File: config.mk
export PLATFORM = sky130hd
export DESIGN_NAME = vga_mode_ctrl_flat
export DESIGN_NICKNAME = d
export VERILOG_FILES = /design/src/rtl/vga_mode_ctrl_pkg.sv /design/src/rtl/vga_mode_ctrl_if.sv /design/src/rtl/vga_mode_ctrl_pixreg.sv /design/src/rtl/vga_mode_ctrl.sv /design/src/flat_wrapper.sv
export SDC_FILE = /design/constraint.sdc
export NUM_CORES = 1
export LEC_CHECK = 0
export BUFFER_PORTS_ARGS = -buffer_cell sky130_fd_sc_hd__buf_2
export CAP_MARGIN = 40
export CORE_UTILIZATION = 50
export CTS_CLUSTER_DIAMETER = 120
export CTS_CLUSTER_SIZE = 25
export DETAILED_ROUTE_END_ITERATION = 16
export HOLD_SLACK_MARGIN = 0.08
export PLACE_DENSITY = 0.81
export SYNTH_ARGS = -nofsm -noshare
export SYNTH_HDL_FRONTEND = slang
export SYNTH_SLANG_ARGS = --single-unit
File: constraint.sdc
create_clock -name clk_sys -period 6.5 [get_ports clk_sys]
set_input_delay 0 -clock clk_sys [delete_from_list [all_inputs] [get_ports clk_sys]]
set_output_delay 0 -clock clk_sys [all_outputs]
set_load 0.02 [all_outputs]
File: src/rtl/vga_mode_ctrl_pkg.sv
// Shared types for the vga mode sequencer: FSM encodings, the modeline record and its validity limits.
package vga_mode_ctrl_pkg;

  typedef enum logic [2:0] {
    S_IDLE    = 3'd0,
    S_WAIT_VB = 3'd1,
    S_RESET   = 3'd2,
    S_SETTLE  = 3'd3,
    S_RUN     = 3'd4
  } state_t;

  typedef struct packed {
    logic [15:0] h;
    logic [15:0] v;
    logic [7:0]  hfp;
    logic [7:0]  hs;
    logic [7:0]  hbp;
    logic [7:0]  vfp;
    logic [7:0]  vs;
    logic [7:0]  vbp;
    logic [7:0]  interlaced;
  } modeline_t;

  localparam logic [15:0] MODE_H_MIN = 16'd1;
  localparam logic [15:0] MODE_V_MIN = 16'd1;

  function automatic logic mode_ok(input logic [15:0] h, input logic [15:0] v);
    return (h >= MODE_H_MIN) && (v >= MODE_V_MIN);
  endfunction

endpackage

File: src/rtl/vga_mode_ctrl_if.sv
// Bundle between host/vga side and the mode sequencer; slave is the sequencer, master drives its inputs.
interface vga_mode_ctrl_if;
  logic        mode_valid, mode_ready, mode_hard;
  logic [15:0] mode_h, mode_v;
  logic [7:0]  mode_hfp, mode_hs, mode_hbp, mode_vfp, mode_vs, mode_vbp, mode_interlaced;
  logic [15:0] H, V;
  logic [7:0]  HFP, HS, HBP, VFP, VS, VBP, interlaced;
  logic        vga_reset, vga_soft_reset, vga_frame_reset, vram_reset, vga_wait_vblank, vram_active;
  logic        vblank, vram_ready, vram_end_frame, vram_synced;
  logic        pix_valid, pix_ready, vram_req;
  logic [23:0] pix_rgb;
  logic [7:0]  r_vram_in, g_vram_in, b_vram_in;
  logic        frame_done, mode_err;
  logic [15:0] desync_cnt;
  logic [2:0]  state;

  modport slave (
    input  mode_valid, mode_hard, mode_h, mode_v, mode_hfp, mode_hs, mode_hbp,
           mode_vfp, mode_vs, mode_vbp, mode_interlaced,
           vblank, vram_ready, vram_end_frame, vram_synced, pix_valid, pix_rgb,
    output mode_ready, H, V, HFP, HS, HBP, VFP, VS, VBP, interlaced,
           vga_reset, vga_soft_reset, vga_frame_reset, vram_reset, vga_wait_vblank, vram_active,
           pix_ready, vram_req, r_vram_in, g_vram_in, b_vram_in,
           frame_done, mode_err, desync_cnt, state
  );

  modport master (
    output mode_valid, mode_hard, mode_h, mode_v, mode_hfp, mode_hs, mode_hbp,
           mode_vfp, mode_vs, mode_vbp, mode_interlaced,
           vblank, vram_ready, vram_end_frame, vram_synced, pix_valid, pix_rgb,
    input  mode_ready, H, V, HFP, HS, HBP, VFP, VS, VBP, interlaced,
           vga_reset, vga_soft_reset, vga_frame_reset, vram_reset, vga_wait_vblank, vram_active,
           pix_ready, vram_req, r_vram_in, g_vram_in, b_vram_in,
           frame_done, mode_err, desync_cnt, state
  );
endinterface

File: src/rtl/vga_mode_ctrl_pixreg.sv
// Pixel request register: one accepted pixel becomes a one-cycle vram_req next cycle, data held until the next accept.
// At most one request outstanding, so throughput is one pixel per two clocks; stalls while closed or vram not ready.
module vga_mode_ctrl_pixreg (
  input  logic        clk_sys,
  input  logic        reset_n,
  input  logic        open,
  input  logic        vram_ready,
  input  logic        pix_valid,
  input  logic [23:0] pix_rgb,
  output logic        pix_ready,
  output logic        vram_req,
  output logic [7:0]  r_vram_in,
  output logic [7:0]  g_vram_in,
  output logic [7:0]  b_vram_in
);

  logic take;

  assign pix_ready = open && vram_ready && !vram_req;
  assign take      = pix_valid && pix_ready;

  always_ff @(posedge clk_sys or negedge reset_n) begin
    if (!reset_n) begin
      vram_req  <= 1'b0;
      r_vram_in <= '0;
      g_vram_in <= '0;
      b_vram_in <= '0;
    end else begin
      vram_req <= take;
      if (take) begin
        r_vram_in <= pix_rgb[23:16];
        g_vram_in <= pix_rgb[15:8];
        b_vram_in <= pix_rgb[7:0];
      end
    end
  end

endmodule

File: src/rtl/vga_mode_ctrl.sv
// Mode sequencer: applies modelines at vblank (soft) or at once (hard), sequences vga resets, paces pixels.
// Optional GROOVY_VGA_AUTORESYNC_EN: a desync in run re-applies the active timing at the next vblank.
module vga_mode_ctrl
  import vga_mode_ctrl_pkg::*;
#(
  parameter int          RESET_CYCLES  = 4,
  parameter int          SETTLE_CYCLES = 2,
  parameter logic [23:0] WAIT_TIMEOUT  = 24'h400000
) (
  input  logic            clk_sys,
  input  logic            reset_n,
  vga_mode_ctrl_if.slave  bus
);

  localparam logic [23:0] RESET_LAST  = 24'(RESET_CYCLES - 1);
  localparam logic [23:0] SETTLE_LAST = (SETTLE_CYCLES > 0) ? 24'(SETTLE_CYCLES - 1) : 24'd0;
  localparam logic [23:0] WAIT_LAST   = WAIT_TIMEOUT - 24'd1;

  state_t      state, state_nxt;
  logic        hard, hard_nxt;
  logic [23:0] cnt;
  modeline_t   shadow, active, mode_in;
  logic        vblank_q, end_frame_q, synced_q;
  logic        mode_err_q, frame_done_q, wait_vb_q;
  logic [15:0] desync_q;
  logic        accept, mode_good, desync, pix_open;

  assign mode_in = '{h: bus.mode_h, v: bus.mode_v, hfp: bus.mode_hfp, hs: bus.mode_hs,
                     hbp: bus.mode_hbp, vfp: bus.mode_vfp, vs: bus.mode_vs, vbp: bus.mode_vbp,
                     interlaced: bus.mode_interlaced};

  assign bus.mode_ready = (state == S_IDLE) || (state == S_RUN);
  assign accept    = bus.mode_valid && bus.mode_ready;
  assign mode_good = mode_ok(bus.mode_h, bus.mode_v);
  assign desync    = (state == S_RUN) && synced_q && !bus.vram_synced;
  assign pix_open  = (state == S_RUN) || (state == S_WAIT_VB);

  always_comb begin
    state_nxt = state;
    hard_nxt  = hard;
    case (state)
      S_IDLE: begin
        // the first mode after reset has nothing running to protect, so it is always hard
        if (accept && mode_good) begin
          state_nxt = S_RESET;
          hard_nxt  = 1'b1;
        end
      end
      S_RUN: begin
        if (accept && mode_good) begin
          state_nxt = bus.mode_hard ? S_RESET : S_WAIT_VB;
          hard_nxt  = bus.mode_hard;
        end
`ifdef GROOVY_VGA_AUTORESYNC_EN
        else if (desync) begin
          state_nxt = S_WAIT_VB;
          hard_nxt  = 1'b0;
        end
`endif
      end
      S_WAIT_VB: if ((bus.vblank && !vblank_q) || (cnt >= WAIT_LAST)) state_nxt = S_RESET;
      S_RESET:   if (cnt >= RESET_LAST) state_nxt = S_SETTLE;
      S_SETTLE:  if (cnt >= SETTLE_LAST) state_nxt = S_RUN;
      default:   state_nxt = S_IDLE;
    endcase
  end

  always_ff @(posedge clk_sys or negedge reset_n) begin
    if (!reset_n) begin
      state        <= S_IDLE;
      hard         <= 1'b0;
      cnt          <= '0;
      shadow       <= '0;
      active       <= '0;
      vblank_q     <= 1'b0;
      end_frame_q  <= 1'b0;
      synced_q     <= 1'b0;
      mode_err_q   <= 1'b0;
      frame_done_q <= 1'b0;
      wait_vb_q    <= 1'b0;
      desync_q     <= '0;
    end else begin
      state       <= state_nxt;
      hard        <= hard_nxt;
      cnt         <= (state_nxt != state) ? 24'd0 : cnt + 24'd1;
      vblank_q    <= bus.vblank;
      end_frame_q <= bus.vram_end_frame;
      synced_q    <= bus.vram_synced;
      if (accept && mode_good) shadow <= mode_in;
`ifdef GROOVY_VGA_AUTORESYNC_EN
      else if (desync) shadow <= active;
`endif
      // timing outputs only ever change on the first reset cycle, while the vga is held in reset
      if ((state == S_RESET) && (cnt == 24'd0)) active <= shadow;
      mode_err_q   <= accept && !mode_good;
      frame_done_q <= pix_open && bus.vram_end_frame && !end_frame_q;
      wait_vb_q    <= desync;
      if (desync && (desync_q != 16'hFFFF)) desync_q <= desync_q + 16'd1;
    end
  end

  assign bus.H          = active.h;
  assign bus.V          = active.v;
  assign bus.HFP        = active.hfp;
  assign bus.HS         = active.hs;
  assign bus.HBP        = active.hbp;
  assign bus.VFP        = active.vfp;
  assign bus.VS         = active.vs;
  assign bus.VBP        = active.vbp;
  assign bus.interlaced = active.interlaced;

  assign bus.vga_reset       = (state == S_IDLE) || ((state == S_RESET) && hard);
  assign bus.vga_soft_reset  = (state == S_RESET) && !hard;
  assign bus.vga_frame_reset = (state == S_RESET);
  assign bus.vram_reset      = (state == S_IDLE) || (state == S_RESET);
  assign bus.vram_active     = pix_open;
  assign bus.vga_wait_vblank = wait_vb_q;
  assign bus.mode_err        = mode_err_q;
  assign bus.frame_done      = frame_done_q;
  assign bus.desync_cnt      = desync_q;
  assign bus.state           = state;

  vga_mode_ctrl_pixreg u_pixreg (
    .clk_sys    (clk_sys),
    .reset_n    (reset_n),
    .open       (pix_open),
    .vram_ready (bus.vram_ready),
    .pix_valid  (bus.pix_valid),
    .pix_rgb    (bus.pix_rgb),
    .pix_ready  (bus.pix_ready),
    .vram_req   (bus.vram_req),
    .r_vram_in  (bus.r_vram_in),
    .g_vram_in  (bus.g_vram_in),
    .b_vram_in  (bus.b_vram_in)
  );

endmodule

File: src/flat_wrapper.sv
// flat-port wrapper written by rule: the top's interface ports become plain ports
module vga_mode_ctrl_flat import vga_mode_ctrl_pkg::*;
#(
  parameter int          RESET_CYCLES  = 4,
  parameter int          SETTLE_CYCLES = 2,
  parameter logic [23:0] WAIT_TIMEOUT  = 24'h400000
)
  (clk_sys, reset_n, bus_mode_valid, bus_mode_hard, bus_mode_h, bus_mode_v, bus_mode_hfp, bus_mode_hs, bus_mode_hbp, bus_mode_vfp, bus_mode_vs, bus_mode_vbp, bus_mode_interlaced, bus_vblank, bus_vram_ready, bus_vram_end_frame, bus_vram_synced, bus_pix_valid, bus_pix_rgb, bus_mode_ready, bus_H, bus_V, bus_HFP, bus_HS, bus_HBP, bus_VFP, bus_VS, bus_VBP, bus_interlaced, bus_vga_reset, bus_vga_soft_reset, bus_vga_frame_reset, bus_vram_reset, bus_vga_wait_vblank, bus_vram_active, bus_pix_ready, bus_vram_req, bus_r_vram_in, bus_g_vram_in, bus_b_vram_in, bus_frame_done, bus_mode_err, bus_desync_cnt, bus_state);
  vga_mode_ctrl_if bus_i ();
  input  logic clk_sys;
  input  logic reset_n;
  input wire logic [$bits(bus_i.mode_valid)-1:0] bus_mode_valid;
  input wire logic [$bits(bus_i.mode_hard)-1:0] bus_mode_hard;
  input wire logic [$bits(bus_i.mode_h)-1:0] bus_mode_h;
  input wire logic [$bits(bus_i.mode_v)-1:0] bus_mode_v;
  input wire logic [$bits(bus_i.mode_hfp)-1:0] bus_mode_hfp;
  input wire logic [$bits(bus_i.mode_hs)-1:0] bus_mode_hs;
  input wire logic [$bits(bus_i.mode_hbp)-1:0] bus_mode_hbp;
  input wire logic [$bits(bus_i.mode_vfp)-1:0] bus_mode_vfp;
  input wire logic [$bits(bus_i.mode_vs)-1:0] bus_mode_vs;
  input wire logic [$bits(bus_i.mode_vbp)-1:0] bus_mode_vbp;
  input wire logic [$bits(bus_i.mode_interlaced)-1:0] bus_mode_interlaced;
  input wire logic [$bits(bus_i.vblank)-1:0] bus_vblank;
  input wire logic [$bits(bus_i.vram_ready)-1:0] bus_vram_ready;
  input wire logic [$bits(bus_i.vram_end_frame)-1:0] bus_vram_end_frame;
  input wire logic [$bits(bus_i.vram_synced)-1:0] bus_vram_synced;
  input wire logic [$bits(bus_i.pix_valid)-1:0] bus_pix_valid;
  input wire logic [$bits(bus_i.pix_rgb)-1:0] bus_pix_rgb;
  output wire logic [$bits(bus_i.mode_ready)-1:0] bus_mode_ready;
  output wire logic [$bits(bus_i.H)-1:0] bus_H;
  output wire logic [$bits(bus_i.V)-1:0] bus_V;
  output wire logic [$bits(bus_i.HFP)-1:0] bus_HFP;
  output wire logic [$bits(bus_i.HS)-1:0] bus_HS;
  output wire logic [$bits(bus_i.HBP)-1:0] bus_HBP;
  output wire logic [$bits(bus_i.VFP)-1:0] bus_VFP;
  output wire logic [$bits(bus_i.VS)-1:0] bus_VS;
  output wire logic [$bits(bus_i.VBP)-1:0] bus_VBP;
  output wire logic [$bits(bus_i.interlaced)-1:0] bus_interlaced;
  output wire logic [$bits(bus_i.vga_reset)-1:0] bus_vga_reset;
  output wire logic [$bits(bus_i.vga_soft_reset)-1:0] bus_vga_soft_reset;
  output wire logic [$bits(bus_i.vga_frame_reset)-1:0] bus_vga_frame_reset;
  output wire logic [$bits(bus_i.vram_reset)-1:0] bus_vram_reset;
  output wire logic [$bits(bus_i.vga_wait_vblank)-1:0] bus_vga_wait_vblank;
  output wire logic [$bits(bus_i.vram_active)-1:0] bus_vram_active;
  output wire logic [$bits(bus_i.pix_ready)-1:0] bus_pix_ready;
  output wire logic [$bits(bus_i.vram_req)-1:0] bus_vram_req;
  output wire logic [$bits(bus_i.r_vram_in)-1:0] bus_r_vram_in;
  output wire logic [$bits(bus_i.g_vram_in)-1:0] bus_g_vram_in;
  output wire logic [$bits(bus_i.b_vram_in)-1:0] bus_b_vram_in;
  output wire logic [$bits(bus_i.frame_done)-1:0] bus_frame_done;
  output wire logic [$bits(bus_i.mode_err)-1:0] bus_mode_err;
  output wire logic [$bits(bus_i.desync_cnt)-1:0] bus_desync_cnt;
  output wire logic [$bits(bus_i.state)-1:0] bus_state;
  assign bus_i.mode_valid = bus_mode_valid;
  assign bus_i.mode_hard = bus_mode_hard;
  assign bus_i.mode_h = bus_mode_h;
  assign bus_i.mode_v = bus_mode_v;
  assign bus_i.mode_hfp = bus_mode_hfp;
  assign bus_i.mode_hs = bus_mode_hs;
  assign bus_i.mode_hbp = bus_mode_hbp;
  assign bus_i.mode_vfp = bus_mode_vfp;
  assign bus_i.mode_vs = bus_mode_vs;
  assign bus_i.mode_vbp = bus_mode_vbp;
  assign bus_i.mode_interlaced = bus_mode_interlaced;
  assign bus_i.vblank = bus_vblank;
  assign bus_i.vram_ready = bus_vram_ready;
  assign bus_i.vram_end_frame = bus_vram_end_frame;
  assign bus_i.vram_synced = bus_vram_synced;
  assign bus_i.pix_valid = bus_pix_valid;
  assign bus_i.pix_rgb = bus_pix_rgb;
  assign bus_mode_ready = bus_i.mode_ready;
  assign bus_H = bus_i.H;
  assign bus_V = bus_i.V;
  assign bus_HFP = bus_i.HFP;
  assign bus_HS = bus_i.HS;
  assign bus_HBP = bus_i.HBP;
  assign bus_VFP = bus_i.VFP;
  assign bus_VS = bus_i.VS;
  assign bus_VBP = bus_i.VBP;
  assign bus_interlaced = bus_i.interlaced;
  assign bus_vga_reset = bus_i.vga_reset;
  assign bus_vga_soft_reset = bus_i.vga_soft_reset;
  assign bus_vga_frame_reset = bus_i.vga_frame_reset;
  assign bus_vram_reset = bus_i.vram_reset;
  assign bus_vga_wait_vblank = bus_i.vga_wait_vblank;
  assign bus_vram_active = bus_i.vram_active;
  assign bus_pix_ready = bus_i.pix_ready;
  assign bus_vram_req = bus_i.vram_req;
  assign bus_r_vram_in = bus_i.r_vram_in;
  assign bus_g_vram_in = bus_i.g_vram_in;
  assign bus_b_vram_in = bus_i.b_vram_in;
  assign bus_frame_done = bus_i.frame_done;
  assign bus_mode_err = bus_i.mode_err;
  assign bus_desync_cnt = bus_i.desync_cnt;
  assign bus_state = bus_i.state;
  vga_mode_ctrl #(.RESET_CYCLES(RESET_CYCLES), .SETTLE_CYCLES(SETTLE_CYCLES), .WAIT_TIMEOUT(WAIT_TIMEOUT)) u_core (.clk_sys(clk_sys), .reset_n(reset_n), .bus(bus_i));
endmodule
# Yosys cells after proc, flatten, opt, wreduce, memory -nomap -nowiden
# Index checks and enable logic that the tools add are counted.
# W data, S select, Z words.
[totals]
reg_bits = 251
in_bits = 121
out_inout_bits = 142
word_cells = 89
[op_classes]
addsub = 2
n_lt_le_gt_ge = 5
eq_ne = 8
muxes = 11
reduce_logical = 31
[ops]
columns = ["cell", "count"]
rows = [
  ["$ge A16 B1 Y1 const B", 2],
  ["$add A24 B1 Y24 const B", 1],
  ["$ge A24 B1 Y1 const B", 1],
  ["$ge A24 B2 Y1 const B", 1],
  ["$ge A24 B22 Y1 const B", 1],
  ["$logic_not A24 Y1", 1],
  ["$mux W24", 1],
  ["$add A16 B1 Y16 const B", 1],
  ["$logic_and A1 B1 Y1", 16],
  ["$ne A16 B16 Y1 const B", 1],
  ["$mux W3", 5],
  ["$pmux W3 S5", 1],
  ["$eq A3 B2 Y1 const B", 2],
  ["$logic_not A1 Y1", 6],
  ["$logic_or A1 B1 Y1", 5],
  ["$ne A2 B2 Y1 const B", 2],
  ["$eq A3 B1 Y1 const B", 1],
  ["$eq A3 B3 Y1 const B", 1],
  ["$logic_not A3 Y1", 1],
  ["$ne A3 B3 Y1", 1],
  ["$reduce_and A3 Y1", 1],
  ["$mux W1", 2],
  ["$mux W2", 1],
  ["$pmux W1 S2", 1],
  ["$reduce_bool A2 Y1", 1],
]

# Longest topological paths before layout
[logic_depth]
depth_word = 8
depth_mapped = 8
mapped_depth_nobuf = 6

# Modules after synthesis
# A second synthesis with hierarchy kept.
[hier_totals]
hier_cells = 766
hier_area_um2 = 10237.3
[modules_own_cells]
columns = ["mod", "n_inst", "cells_each", "area_each_um2", "seq_area_each_um2"]
rows = [
  ["vga_mode_ctrl", 1, 711, 9212.6, 5655.4],
  ["vga_mode_ctrl_pixreg", 1, 55, 1024.7, 625.6],
]

# Worst setup path before layout
# Ideal clock, no wire load.
[synth_timing]
path_type = "register -> register"
from = "register u_core.state[0], in the netlist u_core.bus.state[0]"
to = "register u_core.u_pixreg.b_vram_in[2]"
setup_ns = 0.125
arrival_time_ns = 2.417
required_ns = 6.375
path_slack_ns = 3.958
path_stages_with_launch = 9
path_buffers = 3
synth_period_minus_slack_ns = 2.542
path_cell_list = "dfrtp_1 > clkbuf_1 > xor2_1 > nand2b_1 > nor3b_1 > and2_1 > buf_2 > buf_2 > mux2_2"
[synth_via]
elab_chain_len = 5
word_cells_on_any_way = 6
classes_between = "2 x eq/ne; 4 x reduce/logical"
[synth_rtl]
columns = ["element", "line_no", "text"]
rows = [
  ["from (decl)", "vga_mode_ctrl.sv:19", "state_t state, state_nxt;"],
  ["from (signal assigned)", "vga_mode_ctrl.sv:83", "state <= state_nxt;"],
  ["$eq A3 B3 Y1 or $eq A3 B1 Y1 (tied branches)", "vga_mode_ctrl.sv:36", "assign pix_open = (state == S_RUN) || (state == S_WAIT_VB);"],
  ["$logic_or A1 B1 Y1 *", "vga_mode_ctrl.sv:36", ""],
  ["$logic_and A1 B1 Y1 * (2 in series)", "vga_mode_ctrl_pixreg.sv:19", "assign pix_ready = open && vram_ready && !vram_req;"],
  ["net bus_pix_ready", "flat_wrapper.sv:45", "output wire logic [$bits(bus_i.pix_ready)-1:0] bus_pix_ready;"],
  ["$logic_and A1 B1 Y1 *", "vga_mode_ctrl_pixreg.sv:20", "assign take = pix_valid && pix_ready;"],
  ["to (signal assigned)", "vga_mode_ctrl_pixreg.sv:33", "b_vram_in <= pix_rgb[7:0];"],
  ["to (decl)", "vga_mode_ctrl_pixreg.sv:14", "output logic [7:0] b_vram_in"],
]
# The timed path passes the listed nets; every way through them passes the cells marked *.
# A chain may end at the register's enable or synchronous reset.

# Worst setup path in the final report
[layout_timing]
from = "input bus_mode_v[13]"
to = "register u_core.shadow[61] (netlist name)"
[layout_via]
elab_chain_len = 3
[layout_rtl]
columns = ["element", "line_no", "text"]
rows = [
  ["from (decl)", "flat_wrapper.sv:15", "input wire logic [$bits(bus_i.mode_v)-1:0] bus_mode_v;"],
  ["$ge A16 B1 Y1", "vga_mode_ctrl_pkg.sv:28", "return (h >= MODE_H_MIN) && (v >= MODE_V_MIN);"],
  ["$logic_and A1 B1 Y1", "vga_mode_ctrl_pkg.sv:28", ""],
  ["$logic_and A1 B1 Y1", "vga_mode_ctrl.sv:89", "if (accept && mode_good) shadow <= mode_in;"],
  ["to (signal assigned)", "vga_mode_ctrl.sv:89", ""],
  ["to (decl)", "vga_mode_ctrl.sv:22", "modeline_t shadow, active, mode_in;"],
]
# No other way between the ends.

==> results.txt <==
Setup Skew -> 0.0234 ns
Gr busiest metal -> met2
Worst-Skew Late Latency -> 0.49 ns
Syn Inst Count -> 695
Mean routed wirelength per cell -> 17.5 µm
Hold_buf cts -> 119
Yosys reg bits -> 251
Area share of fa/ha/maj cells after synthesis -> 0.00491
Total global routing overflow -> 0
Most used DFF post-synth -> dfrtp_1
Avg Vias per Cell -> 5.22
Count of max-cap constraint violations -> 0
WL final -> 23.4 mm
Initial Util -> 0.517
Row count -> 51
Die width -> 145 µm
Area leader, netlist -> dfrtp_1
Worst setup startpoint -> bus_mode_v[13]
Worst path required time -> 6.88 ns
Root buffer cell -> clkbuf_16
Unique masters post-synth -> 45
Core area -> 19700 µm²
Post-CTS resize count -> 0
Antenna cells -> 0
Vias in the first global route -> 7306
Antenna violations before repair -> 0
ANT nets after route -> 0
Worst min-delay path startpoint -> bus_vram_ready
Maximum number of pins on one net before global-route repair -> 115
DRC Markers -> 0
Detail Placement HPWL -> 15.0 mm
Setup Viol. Count Final -> 0
Post-CTS Setup Repair Bufs -> 0
Fin crit period -> 2.92 ns
HP Class -> input port to flip-flop
Synth top area share -> 0.617
Peak supply drop -> 0.178 mV
Setup TNS -> 0 ns
R2R cell count -> 5
Met2 usage -> 0.384
RSZ-0062 raised after global routing -> false
Yosys warns -> 0
Crit path arrival time -> 3.30 ns
Kind of critical path -> input port to flip-flop
Mapped Area -> 10200 µm²
Worst setup SP type -> input port
Fill count -> 1350
Clock sink count -> 251
Via Count -> 6974
Mux contribution to synthesized area -> 0.230
Count leader, synth -> dfrtp_1
Status -> complete, no violations
Compound-Gate Fraction of Synth Area -> 0.0371
Post-synth EDFFs -> 0
Area Growth Syn to Fin -> 31.8%
Final Hold Fails -> 0
Initial DRC count -> 274
XOR/XNOR Fraction of Synth Area -> 0.0292
IO Pins -> 263
1st-pass router iterations -> 4
Met3 usage -> 0.0428
# H-tree levels -> 1
Final nets -> 1196
Reg area -> 6280 µm²
Die area -> 20900 µm²
Gr usage total -> 0.221
Area occupied by multi-input gates -> 3680 µm²
Worst hold stages -> 3
Synth Area in Simple Gates -> 0.0586
CTS Buffer Depth -> 3
CP Max Fanout -> 42
Slew @ Worst Pin -> 0.889 ns
Final period util -> 0.450
Fmax -> 342 MHz
Layout cells sized above 1 -> 0.464
Syn_area_per_cell -> 14.7 µm²
Die Height -> 145 µm
Rel. slew slack -> 0.402
PortBufs -> 262
TritonCTS clock tree -> yes
Met1 GRT Util -> 0.274
CTS buffer count -> 14
Main combinational cell family by area after synthesis -> multiplexers
RR Startpoint -> u_core.cnt[22]
Post-synthesis sequential area ratio -> 0.617
Slew Viols, Final -> 0
Wire length of the first global-routing pass -> 36.5 mm
Synth Net Count -> 820
Gpl congestion -> 0.803
Fraction of registers with async set/reset -> 1.00
CP Capture Type -> flip-flop
Leak -> 6.34 nW
Most frequent cells after synthesis -> 251 x dfrtp_1, 181 x mux2_2, 25 x a211oi_1, 25 x xor2_1
Clock transition at path regs -> 0.10 ns
Hold_ws -> 0.144 ns
Pwr dens -> 457 nW/µm²
Area contributors post-synth -> dfrtp_1 62%, mux2_2 20%, mux2_4 2.9%
==> power by group <==
group          total [mW]  internal [mW]  switching (mW)
Sequential           2.61           2.24           0.372
Combinational        2.62           1.27            1.36
Clock               0.902          0.405           0.497
Total                6.13           3.91            2.23
==> sequential cells by signal, indices dropped and copies added (netlist names), 16 cells and up <==
name and count:
u_core.shadow 88, u_core.bus.V 16, u_core.cnt 24, u_core.bus.H 16
u_core.bus.desync_cnt 16
==> worst max-delay path, stage by stage <==
cell,delay [ns]
dlygate4sd3_1,0.53
buf_2,0.13
nor4_1,0.77
nand4_1,0.33
nand3_4,0.30
buf_4,0.53
buf_16,0.29
mux2_2,0.37
==> stage by stage <==
| step | std cells | area (µm²) | setup WS, ns | power [mW] | utilization |
|---|---|---|---|---|---|
| floorplan | 695 | 10200 | 3.96 | 4.41 | - |
| global placement | 1195 | 11700 | 3.62 | 5.07 | 0.594 |
| finish | 1337 | 13400 | 3.58 | 6.13 | 0.681 |
| CTS | 1336 | 13400 | 3.63 | 6.17 | 0.680 |
| global route | 1337 | 13400 | 3.44 | 6.49 | 0.681 |
| detailed placement | 1200 | 11800 | 3.65 | 5.19 | 0.600 |
==> path summary, 6_finish.rpt <==
| path | end | slack [ns] |
|---|---|---|
| min | u_core.u_pixreg.vram_req | 0.14 |
| max in group asynchronous | u_core.shadow[9] | 4.95 |
| min reg2reg | u_core.bus.frame_done | 0.40 |
| min in group asynchronous | u_core.shadow[50] | 0.16 |
| max | u_core.shadow[61] | 3.58 |
| max reg2reg | u_core.bus.VS[3] | 3.66 |
==> placed cells by master (no fill, tap or decap), drive strengths merged, types with 2 or more instances in the layout <==
cell type	count
buf	272
dfrtp	251
mux2	201
dlygate4sd3	119
xor2	25
a211oi	25
inv	17
nand2	16
nand4	16
clkbuf	16
nor4	15
nor2	14
nand3	14
xnor2	9
nor3	7
and2	5
a21oi	5
and3	5
o41ai	4
ha	4
a21boi	3
nor2b	3
and4	3
o211ai	2
o31ai	2
nor3b	2
a31oi	2
clkinv	2
==> cell type report <==
| cell class | count | area share |
|---|---|---|
| inverters | 17 | 0.00475 |
| clock inverters | 2 | 0.00345 |
| clock buffers | 15 | 0.0264 |
| flip-flops and latches | 251 | 0.468 |
| well taps | 265 | 0.0247 |
| multi-input cells | 394 | 0.274 |
| repair buffers | 393 | 0.199 |
==> routing by layer <==
metal	vias to the layer above	share of wire
met5	-	0
met4	0	0.030
met3	54	0.058
met2	227	0.50
met1	3460	0.41
li1	3233	-
==> logic make-up (layout without fill, tap and decap cells) <==
group / Yosys count / count (layout)
compound gates: 51 / 51
fa+ha+maj: 4 / 4
buf+inv: 50 / 427
flops: 251 / 251
xor+xnor: 34 / 34
simple gates: 104 / 104
mux: 201 / 201
(Power assumes the default switching activity.)
